==> src/rtl/serial_adder_pkg.sv <==
// Shared constants for the bit-serial adder/subtractor.
// Holds the FSM state encoding and the default operand width.
package serial_adder_pkg;

    localparam int DEFAULT_WIDTH = 8;

    typedef enum logic [1:0] {
        IDLE = 2'd0,
        RUN  = 2'd1,
        DONE = 2'd2
    } state_e;

endpackage

==> src/rtl/halfadder.sv <==
// One-bit half adder: e is the sum bit, f is the carry bit.
module halfadder (
    input  logic a,
    input  logic b,
    output logic e,
    output logic f
);

    assign e = a ^ b;
    assign f = a & b;

endmodule

==> src/rtl/serial_adder_fulladder.sv <==
// One-bit full adder built from two half adders.
// The carry-out is the OR of the two half-adder carries.
module fulladder (
    input  logic a,
    input  logic b,
    input  logic ci,
    output logic s,
    output logic co
);

    logic s0_s;
    logic c0_s;
    logic c1_s;

    halfadder u_ha0 (
        .a (a),
        .b (b),
        .e (s0_s),
        .f (c0_s)
    );

    halfadder u_ha1 (
        .a (s0_s),
        .b (ci),
        .e (s),
        .f (c1_s)
    );

    assign co = c0_s | c1_s;

endmodule

==> src/rtl/serial_adder.sv <==
// Bit-serial adder/subtractor: processes one bit per cycle, LSB first,
// taking WIDTH RUN cycles followed by a one-cycle DONE pulse.
module serial_adder
    import serial_adder_pkg::*;
#(
    parameter int WIDTH = DEFAULT_WIDTH
) (
    input  logic             clk,
    input  logic             rst,
    input  logic             start,
    input  logic             sub,
    input  logic [WIDTH-1:0] a,
    input  logic [WIDTH-1:0] b,
    output logic             busy,
    output logic             done,
    output logic [WIDTH-1:0] sum,
    output logic             cout
);

    localparam int CNT_W = $clog2(WIDTH);
    localparam logic [CNT_W-1:0] LAST_BIT = CNT_W'(WIDTH - 1);

    state_e            state_q, state_d;
    logic [WIDTH-1:0]  a_q, a_d;
    logic [WIDTH-1:0]  b_q, b_d;
    logic [WIDTH-1:0]  sum_q, sum_d;
    logic              carry_q, carry_d;
    logic [CNT_W-1:0]  cnt_q, cnt_d;
    logic              busy_q;
    logic              done_q;
    logic              fa_sum_s;
    logic              fa_carry_s;

    fulladder u_fa (
        .a  (a_q[0]),
        .b  (b_q[0]),
        .ci (carry_q),
        .s  (fa_sum_s),
        .co (fa_carry_s)
    );

    // Next-state and datapath update; subtraction is A + ~B + 1 via carry-in.
    always_comb begin
        state_d = state_q;
        a_d     = a_q;
        b_d     = b_q;
        sum_d   = sum_q;
        carry_d = carry_q;
        cnt_d   = cnt_q;
        case (state_q)
            IDLE: begin
                if (start) begin
                    a_d     = a;
                    b_d     = sub ? ~b : b;
                    carry_d = sub;
                    cnt_d   = {CNT_W{1'b0}};
                    state_d = RUN;
                end else begin
                    state_d = IDLE;
                end
            end
            RUN: begin
                a_d     = {1'b0, a_q[WIDTH-1:1]};
                b_d     = {1'b0, b_q[WIDTH-1:1]};
                sum_d   = {fa_sum_s, sum_q[WIDTH-1:1]};
                carry_d = fa_carry_s;
                cnt_d   = cnt_q + CNT_W'(1);
                if (cnt_q == LAST_BIT) begin
                    state_d = DONE;
                end else begin
                    state_d = RUN;
                end
            end
            DONE: begin
                state_d = IDLE;
            end
            default: begin
                state_d = IDLE;
            end
        endcase
    end

    // State, datapath and registered status outputs.
    always_ff @(posedge clk or posedge rst) begin
        if (rst) begin
            state_q <= IDLE;
            a_q     <= {WIDTH{1'b0}};
            b_q     <= {WIDTH{1'b0}};
            sum_q   <= {WIDTH{1'b0}};
            carry_q <= 1'b0;
            cnt_q   <= {CNT_W{1'b0}};
            busy_q  <= 1'b0;
            done_q  <= 1'b0;
        end else begin
            state_q <= state_d;
            a_q     <= a_d;
            b_q     <= b_d;
            sum_q   <= sum_d;
            carry_q <= carry_d;
            cnt_q   <= cnt_d;
            busy_q  <= (state_d != IDLE);
            done_q  <= (state_d == DONE);
        end
    end

    assign busy = busy_q;
    assign done = done_q;
    assign sum  = sum_q;
    assign cout = carry_q;

endmodule

==> config.mk <==
export PLATFORM = sky130hd
export DESIGN_NAME = serial_adder
export DESIGN_NICKNAME = d
export VERILOG_FILES = /design/src/rtl/serial_adder_pkg.sv /design/src/rtl/halfadder.sv /design/src/rtl/serial_adder_fulladder.sv /design/src/rtl/serial_adder.sv
export SDC_FILE = /design/constraint.sdc
export NUM_CORES = 1
export LEC_CHECK = 0
export CAP_MARGIN = 20
export CORE_ASPECT_RATIO = 0.7
export CORE_UTILIZATION = 48
export DETAILED_ROUTE_END_ITERATION = 8
export PLACE_DENSITY = 0.76
export SYNTH_ARGS = -nofsm -noshare
export SYNTH_HDL_FRONTEND = slang
export SYNTH_SLANG_ARGS = --single-unit
export TNS_END_PERCENT = 30
==> constraint.sdc <==
create_clock -name clk -period 2.49 [get_ports clk]
set_input_delay 0.498 -clock clk [delete_from_list [all_inputs] [get_ports clk]]
set_output_delay 0.498 -clock clk [all_outputs]
set_load 0.01 [all_outputs]
Word-level counts from Yosys, hierarchy flattened
Cells that the tools add are included.
- $add $sub $neg: 1
- eq/ne operators: 4
- muxes and demuxes: 12
- bitwise logic cells: 6
- reduce and logical (&&, ||, !) cells: 4
- operator list (operator ; count):
    case mux 8 bit (2 select lines) ; 2
    2-to-1 mux 8 bit ; 3
    NOT 8 bit ; 1
    case mux 3 bit (2 select lines) ; 1
    case mux 2 bit (2 select lines) ; 1
    nonzero test 2 bit ; 2
    adder 3 x 1 -> 3 bit, second input constant ; 1
    equality test 3 bit, second input constant ; 1
    2-to-1 mux 3 bit ; 1
    AND 1 bit ; 2
    equality test 2 x 1 -> 1 bit, second input constant ; 1
    equality test 2 bit, second input constant ; 1
    zero test 2 bit ; 1
    2-to-1 mux 1 bit ; 2
    2-to-1 mux 2 bit ; 1
    inequality test 2 bit, second input constant ; 1
    case mux 1 bit (2 select lines) ; 1
    AND reduction 2 bit ; 1
    XOR 1 bit ; 2
    bitwise OR 1 bit ; 1
- register bits: 32
- bits of input ports: 20

Logic depth before layout (Yosys ltp)
- depth after elaboration: 4
- gate-level depth with buffers: 5
- mapped depth without buffers: 4

Modules after synthesis
A second synthesis with hierarchy kept.
- cell total of the unflattened synthesis: 140
- area, all modules: 1425.1 um^2
- by module, submodules not included (module ; times used ; cells an instance ; area each (um^2)):
    serial_adder ; 1 ; 137 ; 1393.8
    halfadder ; 2 ; 1 ; 12.5
    fulladder ; 1 ; 1 ; 6.3

Worst setup path after synthesis
No wires, ideal clock.
- path type: input port to flip-flop
- from: in start
- to: reg a_q[7]
- library setup time: 0.126 ns
- arrival: 1.224 ns
- data required time: 2.364 ns
- path slack: 1.140 ns
- cell stages on the path: 5
- cell sequence: or3b_1 buf_2 buf_6 nand3_1 o21ai_0
- word-level cells in the longest chain between the ends: 2
- RTL lines (element ; line ; text):
    from (decl) ; serial_adder.sv:10 ; input logic start,
    inequality test 2 bit (no line) ; - ;
    AND reduction 2 bit (no line) ; - ;
    to (signal assigned) ; serial_adder.sv:87 ; a_q <= {WIDTH{1'b0}};
    to (decl) ; serial_adder.sv:24 ; logic [WIDTH-1:0] a_q, a_d;
Every way passes these cells.
A chain may end at the register's enable or synchronous reset.

Worst setup path in the final report
- from: in start
- to: reg b_q[7]
- word-level cells in the longest chain between the ends: 2
- RTL lines (element ; line ; text):
    inequality test 2 bit (no line) ; - ;
    AND reduction 2 bit (no line) ; - ;
    to (signal assigned) ; serial_adder.sv:88 ; b_q <= {WIDTH{1'b0}};
    to (decl) ; serial_adder.sv:25 ; logic [WIDTH-1:0] b_q, b_d;
Every way passes these cells.

==> results_dict.tcl <==
set metrics [dict create \
    worstSetupStartpointType "input pin" \
    cts_num_sinks 32 \
    postPlaceCellArea_um2 1730 \
    max-vdd-ir-drop_uv 563 \
    rows 16 \
    yosys.area.top_type "dfrtp_1" \
    worstSetupStartpoint "start" \
    r2r_setup_slack_ns 0.91 \
    synth_top_area_share_pct 56.6 \
    antenna_found_initial 0 \
    timing.rr.end "b_q[7]" \
    wl_um 2840 \
    p_total_mw 2.01 \
    setup_viol 0 \
    placed_cells 197 \
    synth_nets 161 \
    instances_no_fill 204 \
    cts.repair.resized 0 \
    grt_max_degree 33 \
    mostFrequentLayoutCells "nand2_1 (36), dfrtp_1 (32), clkdlybuf4s50_1 (30), o21ai_0 (10)" \
    min_period_over_period_pct 70.7 \
    synth.distinct_cells 23 \
    grt_pass1_vias 1003 \
    grt_first_pass_wirelength_um 4380 \
    drv_cap 0 \
    via_per_inst 5.22 \
    die_area_um2 3170 \
    design_area_um2 1800 \
    htree_levels 2 \
    die_height_um 47.4 \
    final.setup.worst_slack_ns 0.730 \
    area.growth.synth_to_final_pct 27.6 \
    cp.arrival_ns 1.90 \
    rsz0062_at_grt "false" \
    crit_required_ns 2.63 \
    layout_commonest_cell "nand2_1" \
    ys_seq_area_share_pct 56.6 \
    r2r_cells 3 \
    die_x_um 66.9 \
    finalSetupTns_ns 0 \
    wl_per_cell_um 13.9 \
    layout.nets 191 \
    portBuffers 30 \
    cp-end-kind "register" \
    multi_input_area_um2 551 \
    slew_violations 0 \
    cts_setup_buffers 0 \
    critical_path.endpoint "b_q[7]" \
    place_ws_ns 0.479 \
    final-seq-area_um2 801 \
    insertedDiodeCount 0 \
    io_pins 31 \
    synth_area_per_cell_um2 10.2 \
    cts_root_buf "clkbuf_8" \
    grt_usage_pct 19.5 \
    via_count 1064 \
    clkTransAtPathRegs_ns 0.06 \
    start_util_pct 50.4 \
    cts_buffers 5 \
    gp_congestion 0.705 \
    power_leakage_nw 0.826 \
    fmax_ghz 0.568 \
    synth.top_cells.by_area "dfrtp_1 (57%), nand2_1 (9.6%), a221o_1 (5.7%)" \
    fp.coreArea_um2 2800 \
    drt_iter0_markers 69 \
    min_path_type "register to register" \
    yosysWarningCount 0 \
    ant_nets 0 \
    slew_headroom_pct 54.5 \
    hold_viol_final 0 \
    firstDrtPassIters 4 \
    reg2reg_from "state_q[0]" \
    syn-cell-area_um2 1410 \
    drive_gt1_share_pct 6.55 \
    syn_inst 138 \
    fin_worst_skew_ns 0.00383 \
    ctsHoldBuffers 0 \
    dp_hpwl_um 1950 \
    grt-ovfl-total 0 \
    tightest_slew_ns 0.682 \
    path_class "input pin to register" \
    insertion_delay_ns 0.28 \
    crit_path_max_fanout 15 \
    cts_tree "yes" \
    fill_cells 213 \
    clk_path_buf_depth 2 \
    p_per_area_nw_per_um2 1110 \
    outcome "complete, no violations" \
    drc 0 \
    ys_ff_latch 32 \
    layout_min_cycle_time_ns 1.76 \
]
worst min-delay path by stage:
| stage | start | to | depth (start not counted) |
|---|---|---|---|
| after global routing | a_q[6] | a_q[6] | 2 |
| after CTS | sum[0] | sum[0] | 2 |
| after detailed placement | sum[0] | sum[0] | 2 |
| final | sum[0] | sum[0] | 2 |
| after global placement | sum[0] | sum[0] | 2 |
| after floorplan | a_q[6] | a_q[6] | 2 |
cell families after synthesis:
logic type	Yosys count	share of synthesized area (%)
and+or+nand+nor	55	16.9
DFF	32	56.6
AOI/OAI and AO/OA	27	13.9
buffers and inverters	13	4.42
xor gates and xnor gates	8	4.96
adders and majority gates	3	3.19
registers in the layout, summed over array words and instances (netlist names):
name,flops
cout,1
state_q,2
cnt_q,3
done,1
sum,8
b_q,8
busy,1
a_q,8
cell type report:
cell class,count,area share (%)
timing repair buffer,32,17.5
multi-input combinational,93,30.5
inverter,4,0.832
sequential,32,44.4
tap,36,2.50
clock buffer,6,4.02
clock inverter,1,0.277
worst max-delay path, cell delays in order:
cell and delay, ns:
clkdlybuf4s50_1 0.52, or3b_1 0.60, nand3_1 0.19, o21ai_1 0.09
where the power goes:
part | total, mW | internal, mW | switching (mW)
Clock | 0.364 | 0.190 | 0.174
Sequential | 0.891 | 0.734 | 0.157
Combinational | 0.755 | 0.366 | 0.389
Total | 2.01 | 1.29 | 0.720
synthesized netlist by cell type:
master    instances
o21bai_2          1
buf_2             5
nand3_1           4
nand2b_1          1
inv_1             4
fa_1              1
clkbuf_1          3
and2_1            2
a221o_1           8
nor2_1            6
o21ai_0          10
a22oi_1           6
ha_1              2
nor2b_1           2
a21oi_1           1
dfrtp_1          32
nor2_2            2
xnor2_1           8
nand2_1          36
and3b_1           1
buf_6             1
or3b_1            1
o21ai_1           1
through the flow:
| stage | hold slack, ns | util (%) |
|---|---|---|
| after floorplan | 0.450 | - |
| after global routing | 0.513 | 64.4 |
| final | 0.482 | 64.4 |
| after detailed placement | 0.469 | 61.6 |
| after global placement | 0.462 | 61.6 |
| after CTS | 0.484 | 64.4 |
metal layers:
layer	GRT usage (%)	up-vias	share of wire, %
li1	-	521	-
met1	23.8	514	46
met3	5.00	5	4.2
met4	8.94	0	1.4
met5	0	-	0
met2	33.5	24	48
Power figures use the tool's default switching activity.
